===== config.mk =====
export PLATFORM = sky130hd
export DESIGN_NAME = systolic_seq_ctrl_flat
export DESIGN_NICKNAME = d
export VERILOG_FILES = /design/src/rtl/systolic_seq_ctrl_pkg.sv /design/src/rtl/systolic_seq_ctrl_if.sv /design/src/rtl/systolic_seq_ctrl_phase_cnt.sv /design/src/rtl/systolic_seq_ctrl.sv /design/src/flat_wrapper.sv
export SDC_FILE = /design/constraint.sdc
export NUM_CORES = 1
export LEC_CHECK = 0
export ABC_CLOCK_PERIOD_IN_PS = 5450
export BUFFER_PORTS_ARGS = -buffer_cell sky130_fd_sc_hd__clkbuf_2
export CORE_UTILIZATION = 40
export DETAILED_ROUTE_END_ITERATION = 6
export MAX_ROUTING_LAYER = met4
export PLACE_DENSITY = 0.7
export SYNTH_ARGS = -nofsm -noshare
export SYNTH_HDL_FRONTEND = slang
export SYNTH_SLANG_ARGS = --single-unit

===== constraint.sdc =====
create_clock -name clk -period 5.45 [get_ports clk]
set_input_delay 1.09 -clock clk [delete_from_list [all_inputs] [get_ports clk]]
set_output_delay 1.09 -clock clk [all_outputs]
set_load 0.03 [all_outputs]

===== src/rtl/systolic_seq_ctrl_pkg.sv =====
// Shared definitions for the systolic array sequencer: FSM state encoding,
// default array geometry and the pipeline latency formula.
// Optional feature macro used by the slice: SEQ_CTRL_PERF_EN (busy-cycle counter).
package systolic_pkg;

   localparam int DEF_N  = 4;
   localparam int DEF_CW = 8;

   typedef enum logic [1:0] {
      S_IDLE    = 2'd0,
      S_LOAD_W  = 2'd1,
      S_COMPUTE = 2'd2,
      S_DONE    = 2'd3
   } seq_state_t;

   // Cycles from the first activation read to the first result row.
   function automatic int lat_of(input int n);
      return 2 * n - 1;
   endfunction

   // Weight-row index width; a 1x1 array still gets a 1-bit index.
   function automatic int addr_w(input int n);
      return (n > 1) ? $clog2(n) : 1;
   endfunction

endpackage


===== src/rtl/systolic_seq_ctrl_if.sv =====
// Control/status bundle between the sequencer (slave) and its user (master).
// With SEQ_CTRL_PERF_EN defined the bundle also carries perf_cycles.
//
// Handshake: start is a one-cycle request sampled only while the sequencer is
// idle; a start seen while busy is dropped, never queued. num_rows is sampled
// together with an accepted start. hold freezes sequencing for as long as it is
// high (only while loading weights or computing). All outputs are registered;
// each strobe and its address change in the same cycle.
interface systolic_seq_ctrl_if
   import systolic_pkg::*;
#(
   parameter int N  = DEF_N,
   parameter int CW = DEF_CW
);
   localparam int AW = addr_w(N);

   logic          start;
   logic [CW-1:0] num_rows;
   logic          hold;
   logic          switch;
   logic          w_rd;
   logic [AW-1:0] w_addr;
   logic          a_rd;
   logic [CW-1:0] a_addr;
   logic [N-1:0]  skew_en;
   logic          o_valid;
   logic [CW-1:0] o_addr;
   logic          busy;
   logic          done;
`ifdef SEQ_CTRL_PERF_EN
   logic [15:0]   perf_cycles;
`endif

   modport master (
      output start, num_rows, hold,
      input  switch, w_rd, w_addr, a_rd, a_addr, skew_en,
      input  o_valid, o_addr, busy, done
`ifdef SEQ_CTRL_PERF_EN
      , input perf_cycles
`endif
   );

   modport slave (
      input  start, num_rows, hold,
      output switch, w_rd, w_addr, a_rd, a_addr, skew_en,
      output o_valid, o_addr, busy, done
`ifdef SEQ_CTRL_PERF_EN
      , output perf_cycles
`endif
   );

endinterface


===== src/rtl/systolic_seq_ctrl_phase_cnt.sv =====
// Phase counter with synchronous clear (priority) and enable; the next value
// is exposed so the owner can register outputs in step with the count.
module seq_phase_cnt #(
   parameter int W = 10
) (
   input  logic         clk,
   input  logic         rst_n,
   input  logic         clr,
   input  logic         en,
   output logic [W-1:0] cnt,
   output logic [W-1:0] cnt_nxt
);

   // Next count: clear wins, otherwise advance when enabled.
   always_comb begin
      cnt_nxt = cnt;
      if (clr) begin
         cnt_nxt = '0;
      end else if (en) begin
         cnt_nxt = cnt + W'(1);
      end
   end

   // Count register.
   always_ff @(posedge clk or negedge rst_n) begin
      if (!rst_n) begin
         cnt <= '0;
      end else begin
         cnt <= cnt_nxt;
      end
   end

endmodule


===== src/rtl/systolic_seq_ctrl.sv =====
// Sequencer for an N x N weight-stationary systolic array: loads N weight rows,
// then streams M activation rows with a diagonal per-row skew and captures M
// result rows LAT cycles later. Outputs are registered from next-state values.
// Optional: SEQ_CTRL_PERF_EN adds a saturating 16-bit busy-cycle counter.
module systolic_seq_ctrl
   import systolic_pkg::*;
#(
   parameter int N   = DEF_N,
   parameter int CW  = DEF_CW,
   parameter int LAT = lat_of(N)
) (
   input  logic                clk,
   input  logic                rst_n,
   systolic_seq_ctrl_if.slave  bus,
   output seq_state_t          state_dbg
);

   // Counters are two bits wider than the row count so LAT+M-1 never wraps.
   localparam int KW = CW + 2;
   localparam int AW = addr_w(N);
   localparam logic [KW-1:0] LAT_K  = KW'(LAT);
   localparam logic [KW-1:0] N_LAST = KW'(N - 1);

   seq_state_t    state, state_nxt;
   logic [CW-1:0] m;
   logic [KW-1:0] mx, last_k;
   logic [KW-1:0] wc, wc_nxt, k, k_nxt;
   logic          freeze;
   logic          w_clr, w_en, k_clr, k_en;

   logic          switch_nxt, w_rd_nxt, a_rd_nxt, o_valid_nxt, busy_nxt, done_nxt;
   logic [AW-1:0] w_addr_nxt;
   logic [CW-1:0] a_addr_nxt, o_addr_nxt;
   logic [N-1:0]  skew_nxt;

   assign mx        = {2'b00, m};
   assign last_k    = LAT_K + mx - KW'(1);
   assign freeze    = bus.hold && (state == S_LOAD_W || state == S_COMPUTE);
   assign state_dbg = state;

   // Each counter runs only in its own state and clears on any state change.
   assign w_clr = (state_nxt != S_LOAD_W);
   assign w_en  = (state == S_LOAD_W) && !bus.hold;
   assign k_clr = (state_nxt != S_COMPUTE);
   assign k_en  = (state == S_COMPUTE) && !bus.hold;

   seq_phase_cnt #(.W(KW)) u_w_cnt (
      .clk     (clk),
      .rst_n   (rst_n),
      .clr     (w_clr),
      .en      (w_en),
      .cnt     (wc),
      .cnt_nxt (wc_nxt)
   );

   seq_phase_cnt #(.W(KW)) u_k_cnt (
      .clk     (clk),
      .rst_n   (rst_n),
      .clr     (k_clr),
      .en      (k_en),
      .cnt     (k),
      .cnt_nxt (k_nxt)
   );

   // Next-state decision; hold freezes only the two active phases.
   always_comb begin
      state_nxt = state;
      case (state)
         S_IDLE: begin
            if (bus.start) state_nxt = S_LOAD_W;
         end
         S_LOAD_W: begin
            if (!bus.hold && wc == N_LAST) state_nxt = (m == '0) ? S_DONE : S_COMPUTE;
         end
         S_COMPUTE: begin
            if (!bus.hold && k == last_k) state_nxt = S_DONE;
         end
         S_DONE: begin
            state_nxt = S_IDLE;
         end
         default: begin
            state_nxt = S_IDLE;
         end
      endcase
   end

   // State register.
   always_ff @(posedge clk or negedge rst_n) begin
      if (!rst_n) begin
         state <= S_IDLE;
      end else begin
         state <= state_nxt;
      end
   end

   // Row count is latched only when a start is accepted.
   always_ff @(posedge clk or negedge rst_n) begin
      if (!rst_n) begin
         m <= '0;
      end else if (state == S_IDLE && bus.start) begin
         m <= bus.num_rows;
      end
   end

   // Output decode from next state/counts; addresses move only with their strobe.
   always_comb begin
      switch_nxt  = 1'b0;
      w_rd_nxt    = 1'b0;
      w_addr_nxt  = bus.w_addr;
      a_rd_nxt    = 1'b0;
      a_addr_nxt  = bus.a_addr;
      skew_nxt    = '0;
      o_valid_nxt = 1'b0;
      o_addr_nxt  = bus.o_addr;
      busy_nxt    = (state_nxt != S_IDLE);
      done_nxt    = (state_nxt == S_DONE);
      case (state_nxt)
         S_LOAD_W: begin
            switch_nxt = 1'b1;
            if (!freeze) begin
               w_rd_nxt   = 1'b1;
               w_addr_nxt = AW'(wc_nxt);
            end
         end
         S_COMPUTE: begin
            if (!freeze) begin
               a_rd_nxt = (k_nxt < mx);
               if (a_rd_nxt) a_addr_nxt = CW'(k_nxt);
               for (int i = 0; i < N; i++) begin
                  skew_nxt[i] = (k_nxt >= KW'(i)) && (k_nxt < KW'(i) + mx);
               end
               o_valid_nxt = (k_nxt >= LAT_K) && (k_nxt < LAT_K + mx);
               if (o_valid_nxt) o_addr_nxt = CW'(k_nxt - LAT_K);
            end
         end
         default: begin
         end
      endcase
   end

   // Output registers.
   always_ff @(posedge clk or negedge rst_n) begin
      if (!rst_n) begin
         bus.switch  <= 1'b0;
         bus.w_rd    <= 1'b0;
         bus.w_addr  <= '0;
         bus.a_rd    <= 1'b0;
         bus.a_addr  <= '0;
         bus.skew_en <= '0;
         bus.o_valid <= 1'b0;
         bus.o_addr  <= '0;
         bus.busy    <= 1'b0;
         bus.done    <= 1'b0;
      end else begin
         bus.switch  <= switch_nxt;
         bus.w_rd    <= w_rd_nxt;
         bus.w_addr  <= w_addr_nxt;
         bus.a_rd    <= a_rd_nxt;
         bus.a_addr  <= a_addr_nxt;
         bus.skew_en <= skew_nxt;
         bus.o_valid <= o_valid_nxt;
         bus.o_addr  <= o_addr_nxt;
         bus.busy    <= busy_nxt;
         bus.done    <= done_nxt;
      end
   end

`ifdef SEQ_CTRL_PERF_EN
   logic [15:0] perf;

   // Busy-cycle counter: cleared on accepted start, saturates, frozen when idle.
   always_ff @(posedge clk or negedge rst_n) begin
      if (!rst_n) begin
         perf <= '0;
      end else if (state == S_IDLE && bus.start) begin
         perf <= '0;
      end else if (state != S_IDLE && perf != 16'hFFFF) begin
         perf <= perf + 16'd1;
      end
   end

   assign bus.perf_cycles = perf;
`endif

endmodule

===== src/flat_wrapper.sv =====
// flat-port wrapper written by rule: the top's interface ports become plain ports
module systolic_seq_ctrl_flat import systolic_pkg::*;
#(
   parameter int N   = DEF_N,
   parameter int CW  = DEF_CW,
   parameter int LAT = lat_of(N)
)
  (clk, rst_n, state_dbg, bus_start, bus_num_rows, bus_hold, bus_switch, bus_w_rd, bus_w_addr, bus_a_rd, bus_a_addr, bus_skew_en, bus_o_valid, bus_o_addr, bus_busy, bus_done);
  systolic_seq_ctrl_if #(.N(N), .CW(CW)) bus_i ();
  input  logic clk;
  input  logic rst_n;
  output seq_state_t state_dbg;
  input wire logic [$bits(bus_i.start)-1:0] bus_start;
  input wire logic [$bits(bus_i.num_rows)-1:0] bus_num_rows;
  input wire logic [$bits(bus_i.hold)-1:0] bus_hold;
  output wire logic [$bits(bus_i.switch)-1:0] bus_switch;
  output wire logic [$bits(bus_i.w_rd)-1:0] bus_w_rd;
  output wire logic [$bits(bus_i.w_addr)-1:0] bus_w_addr;
  output wire logic [$bits(bus_i.a_rd)-1:0] bus_a_rd;
  output wire logic [$bits(bus_i.a_addr)-1:0] bus_a_addr;
  output wire logic [$bits(bus_i.skew_en)-1:0] bus_skew_en;
  output wire logic [$bits(bus_i.o_valid)-1:0] bus_o_valid;
  output wire logic [$bits(bus_i.o_addr)-1:0] bus_o_addr;
  output wire logic [$bits(bus_i.busy)-1:0] bus_busy;
  output wire logic [$bits(bus_i.done)-1:0] bus_done;
  assign bus_i.start = bus_start;
  assign bus_i.num_rows = bus_num_rows;
  assign bus_i.hold = bus_hold;
  assign bus_switch = bus_i.switch;
  assign bus_w_rd = bus_i.w_rd;
  assign bus_w_addr = bus_i.w_addr;
  assign bus_a_rd = bus_i.a_rd;
  assign bus_a_addr = bus_i.a_addr;
  assign bus_skew_en = bus_i.skew_en;
  assign bus_o_valid = bus_i.o_valid;
  assign bus_o_addr = bus_i.o_addr;
  assign bus_busy = bus_i.busy;
  assign bus_done = bus_i.done;
  systolic_seq_ctrl #(.N(N), .CW(CW), .LAT(LAT)) u_core (.clk(clk), .rst_n(rst_n), .bus(bus_i), .state_dbg(state_dbg));
endmodule

Word-level counts from Yosys, hierarchy flattened --
Index checks and enable logic that the tools add are counted.
Storage, ports and cells: output and inout port bits 30, input bits 12, register bits after elaboration 58, logic and storage cells 82
Operators by class: magnitude comparators 10, muxes and demuxes 18, add/subtract/negate cells 8, bitwise operators 1, reductions and logical operators 20, eq/ne operators 10
Operator list (count):
- $lt A10 B9 Y1 | 4
- $mux W10 | 4
- $add A10 B1 Y10 const B | 2
- $ge A10 B1 Y1 const B | 2
- $ge A10 B2 Y1 const B | 2
- $add A2 B8 Y9 const A | 2
- $logic_and A1 B1 Y1 | 11
- $eq A10 B10 Y1 | 1
- $eq A10 B2 Y1 const B | 1
- $ge A10 B3 Y1 const B | 1
- $lt A10 B8 Y1 | 1
- $sub A9 B1 Y10 const B | 1
- $add A1 B8 Y9 const A | 1
- $add A3 B8 Y9 const A | 1
- $eq A2 B2 Y1 const B | 4
- $logic_not A8 Y1 | 1
- $mux W1 | 8
- $mux W4 | 2
- $pmux W2 S4 | 1
- $sub A8 B3 Y8 const B | 1
- $mux W2 | 3
- $reduce_and A3 Y1 | 2
- $eq A2 B1 Y1 const B | 2
- $reduce_bool A2 Y1 | 2
- 7 further kinds | 7

Logic depth before layout (Yosys ltp) --
depth in word-level cells 12, depth in mapped cells 21, depth with buffers taken out 18

Hierarchy --
From an unflattened synthesis, not the netlist that was laid out.
Unflattened totals: cell total of the unflattened synthesis 452, area total of the unflattened synthesis 4435.5 µm²
By module, submodules not included:
- systolic_seq_ctrl | cells each 356, times used 1, seq. area each 925.9 µm², area each 3447.1 µm²
- seq_phase_cnt | cells each 48, times used 2, seq. area each 250.2 µm², area each 494.2 µm²

Least setup slack after synthesis --
OpenSTA, ideal clock, no wires.
path type register -> register, from reg u_core.m[2], to reg u_core.bus.a_addr[0], cell stages (with the launch flop) 18, path slack 22 ps, setup time 125 ps, path buffers 3, required time 5325 ps, period minus slack after synthesis 5428 ps, data arrival time 5304 ps, path through dfrtp_1 buf_2 inv_1 ha_1 a21boi_1 buf_1 mux2_4 or4_4 a2111oi_4 a21o_2 clkbuf_1 a21oi_1 ha_1 or4_1 a31o_1 maj3_2 a41oi_4 mux2_2
On the way: longest elaborated chain between the ends 10, elaborated cells between the ends (all ways) 14, classes of those cells add/sub: 2; order compare: 1; eq/ne: 3; mux: 5; reduce/logical: 3
RTL lines:
- start: declaration | line systolic_seq_ctrl.sv:25 | logic [CW-1:0] m;
- start signal: assignment | line systolic_seq_ctrl.sv:101 | m <= bus.num_rows;
- $add A3 B8 Y9 | line systolic_seq_ctrl.sv:37 | assign last_k = LAT_K + mx - KW'(1);
- $sub A9 B1 Y10 | line systolic_seq_ctrl.sv:37
- $eq A10 B10 Y1 | line systolic_seq_ctrl.sv:76 | if (!bus.hold && k == last_k) state_nxt = S_DONE;
- $logic_and A1 B1 Y1 | line systolic_seq_ctrl.sv:76
- $mux W2 | line systolic_seq_ctrl.sv:76
- $pmux W2 S4 (*) | line systolic_seq_ctrl.sv:68 | case (state)
- $ne A2 B2 Y1 (*) | line systolic_seq_ctrl.sv:44 | assign k_clr = (state_nxt != S_COMPUTE);
- $mux W10 (*) | line systolic_seq_ctrl_phase_cnt.sv:17 | if (clr) begin
- named net u_core.k_nxt[1] | line systolic_seq_ctrl.sv:27 | logic [KW-1:0] wc, wc_nxt, k, k_nxt;
- $lt A10 B8 Y1 (*) | line systolic_seq_ctrl.sv:127 | a_rd_nxt = (k_nxt < mx);
- $reduce_and A3 Y1 (no line) (*)
- end signal: assignment | line systolic_seq_ctrl.sv:159 | bus.a_addr <= a_addr_nxt;
- end: declaration | line systolic_seq_ctrl_if.sv:45 | output switch, w_rd, w_addr, a_rd, a_addr, skew_en,
The timed path passes the listed nets; every way through them passes the cells marked *. A chain may end at the register's enable or synchronous reset.

Final worst setup path --
from reg u_core.m[1], to reg u_core.bus.a_addr[6]
On the way: longest elaborated chain between the ends 10, elaborated cells between the ends (all ways) 14, classes of those cells add/sub: 2; order compare: 1; eq/ne: 3; mux: 5; reduce/logical: 3
RTL lines (line):
- $add A3 B8 Y9 | systolic_seq_ctrl.sv:37
- $sub A9 B1 Y10 | systolic_seq_ctrl.sv:37
- $eq A10 B10 Y1 | systolic_seq_ctrl.sv:76
- $logic_and A1 B1 Y1 | systolic_seq_ctrl.sv:76
- $mux W2 | systolic_seq_ctrl.sv:76
- $pmux W2 S4 | systolic_seq_ctrl.sv:68
- $ne A2 B2 Y1 | systolic_seq_ctrl.sv:44
- $mux W10 | systolic_seq_ctrl_phase_cnt.sv:17
- $lt A10 B8 Y1 | systolic_seq_ctrl.sv:127
- $reduce_and A3 Y1 (no line)
Several ways; a longest one is shown, not always the timed one.

==> summary.md <==
| Metric | Value |
|---|---|
| DP Area | 0.00494 mm² |
| Count of cell types in the netlist | 79 |
| Fillers | 1028 |
| Setup violators final | 0 |
| Post_cts resized | 0 |
| Fmax | 0.200 GHz |
| DIE AREA | 0.0118 mm² |
| Type of destination of the critical path | register |
| Worst IR drop on VDD | 0.237 mV |
| Setup tns final | 0 ns |
| Predominant post-synthesis flop cell | dfrtp_1 |
| Cells after Synth | 486 |
| Via-to-Cell Ratio | 5.64 |
| DR DRC count | 0 |
| Layout cell share with drive strength beyond 1 | 0.220 |
| Total CTS buffers | 9 |
| Reg clk slew, reported paths | 0.06 ns |
| Grt ovf | 0 |
| Worst EP required | 5.66 ns |
| ANT nets after route | 0 |
| YS warnings | 0 |
| Root buffer cell | clkbuf_16 |
| Outcome | completed |
| MaxCap Viol Count | 0 |
| Worst Path Arrival | 5.21 ns |
| Post-Syn Area | 0.00453 mm² |
| Iteration-0 DRC count of the detailed router | 385 |
| Diode count | 0 |
| Placement Rows | 38 |
| Avg Cell Area, Syn | 9.32 µm² |
| Number of global-route vias before repair | 3828 |
| Drt first pass iters | 4 |
| Final Slew Violations | 0 |
| # hold bufs at CTS | 0 |
| Worst-Margin Slew | 0.795 ns |
| Worst setup SP type | register |
| GP Congestion | 0.998 |
| Relative slew slack | 0.468 |
| Final Hold Vio Count | 0 |
| Starting Density | 0.414 |
| # H-tree levels | 3 |
| Clock latency on the worst-skew pair | 0.33 ns |
| Minimum clock period | 4.99 ns |
| Bufs on Longest Clock Path | 2 |
| CTS sink count | 57 |
| Sequential area share after synthesis | 0.315 |
| Global-route usage over all layers | 0.230 |
| Layout area overhead | 16.0% |
| Die Span Y | 108 µm |
| First-pass GRT wire length | 20000 µm |
| I/O Buffers | 41 |
| WL/cell | 17.6 µm |
| Fin crit share | 0.916 |
| Core ar. | 0.0109 mm² |
| WL final | 12000 µm |
| Hold_ws | 0.511 ns |
| I/O pin cnt | 42 |
| Ys async rst share | 1.00 |
| Largest net degree at the start of global routing | 58 |
| Flop and latch count out of synthesis | 57 |
| Pwr dens | 463 mW/mm² |
| Post-CTS setup buffer count | 0 |
| Final instance area | 0.00526 mm² |
| Critical path class | register to register |
| Vias | 3838 |
| Clock Skew | 0.00496 ns |
| Die width | 108 µm |
| Unrepaired setup endpoints after global routing | no |
| Leak | 0.00247 µW |
| Dpl hpwl | 9190 µm |
| Crit-path max FO | 9 |
| Nets | 590 |
| Initial antenna violation count | 0 |
| Post-synth EDFFs | 0 |
| Synthesized Nets | 541 |
| CTS tree | done |
| Hold Path Class | register to register |
-- stage by stage --
stage,worst slack [ns],cells,utilization,power [µW]
final,0.456,680,0.481,2440
after global routing,0.181,680,0.481,2610
after CTS,0.252,680,0.480,2430
after detailed placement,0.287,664,0.452,1840
after global placement,0.437,664,0.452,1800
after floorplan,0.0215,486,-,1540
-- state kept, by name (all words and copies together), names as in the netlist --
signal              flops
u_core.bus.a_addr       8
u_core.bus.busy         1
u_core.bus.done         1
u_core.bus.o_addr       8
u_core.bus.o_valid      1
u_core.bus.skew_en      4
u_core.bus.switch       1
u_core.bus.w_addr       2
u_core.bus.w_rd         1
u_core.m                8
u_core.state_dbg        2
u_core.u_k_cnt.cnt     10
u_core.u_w_cnt.cnt     10
-- per-layer routing --
layer / wire [µm] / global-route usage
met5: 0 / -
met4: 307 / 0.0965
met1: 5430 / 0.299
met2: 5530 / 0.348
met3: 730 / 0.0476
-- worst paths after layout --
path,from,to,slack [ns],cells past startpoint
min,u_core.bus.o_addr[3],u_core.bus.o_addr[3],0.51,1
min reg2reg,u_core.bus.o_addr[3],u_core.bus.o_addr[3],0.51,1
max in group asynchronous,rst_n,u_core.m[4],4.04,2
min in group asynchronous,rst_n,u_core.bus.skew_en[1],0.88,2
max reg2reg,u_core.m[1],u_core.bus.a_addr[6],0.46,14
max,u_core.m[1],u_core.bus.a_addr[6],0.46,14
-- logic make-up (layout without fill, tap and decap cells) --
family | count (synthesis) | after routing | synth area share
DFF | 57 | 57 | 0.315
xor gates and xnor gates | 58 | 58 | 0.118
and+or+nand+nor | 163 | 163 | 0.181
AOI/OAI and AO/OA | 84 | 84 | 0.142
adders and majority gates | 46 | 46 | 0.126
buffers and inverters | 48 | 102 | 0.0445
muxes | 30 | 30 | 0.0737
-- cell usage after synthesis (4+ instances only) --
cell	instances	area (µm²)
and3_1	8	50.1
nand3_1	23	115
clkbuf_1	12	45.0
nor3_1	8	40.0
mux2_2	23	259
inv_1	26	97.6
and2_1	4	25.0
ha_1	43	538
a21oi_1	17	85.1
nand2b_1	6	37.5
nand2_1	27	101
dfrtp_1	57	1430
o21ai_0	9	45.0
a211oi_1	5	37.5
a31oi_1	6	37.5
nor2_1	53	199
nor2b_1	4	25.0
xor2_1	19	166
xnor2_1	37	324
nand4_1	5	31.3
mux2i_1	6	60.1
o21a_1	5	37.5
o211ai_1	4	30.0
-- report_power, final --
| group | internal [µW] | switching, µW | leakage [µW] |
|---|---|---|---|
| combinational | 526 | 763 | 0.00156 |
| clock | 357 | 214 | 0.000150 |
| sequential | 486 | 91.0 | 0.000758 |
| total | 1370 | 1070 | 0.00247 |
-- final cells by class --
| type | instances | area (µm²) | share of cell area |
|---|---|---|---|
| multi-input cells | 381 | 2910 | 0.554 |
| flip-flops and latches | 57 | 1430 | 0.271 |
| repair buffers | 58 | 333 | 0.0633 |
| clock buffers | 9 | 225 | 0.0428 |
| well taps | 140 | 175 | 0.0333 |
| inverters | 28 | 105 | 0.0200 |
| clock inverters | 7 | 78.8 | 0.0150 |
-- critical path: stages, from the launching register on --
cell	delay (ns)
dfrtp_1	0.38
inv_1	0.19
ha_1	0.23
a21boi_2	0.37
mux2_4	0.37
or4_4	0.55
a2111oi_4	0.37
a21o_2	0.19
nor2_1	0.14
ha_1	0.27
or4_1	0.47
a31o_1	0.23
maj3_2	0.33
a41oi_4	0.40
mux2_2	0.38
-- placed cells by master (no fill, tap or decap), drive strengths merged, types with 24 or more instances in the layout --
cell type and count:
dfrtp 57, clkbuf 50, ha 43, inv 28, nor2 53, mux2 24
nand2 27, nand3 24, xnor2 37
Power figures use the tool's default switching activity.
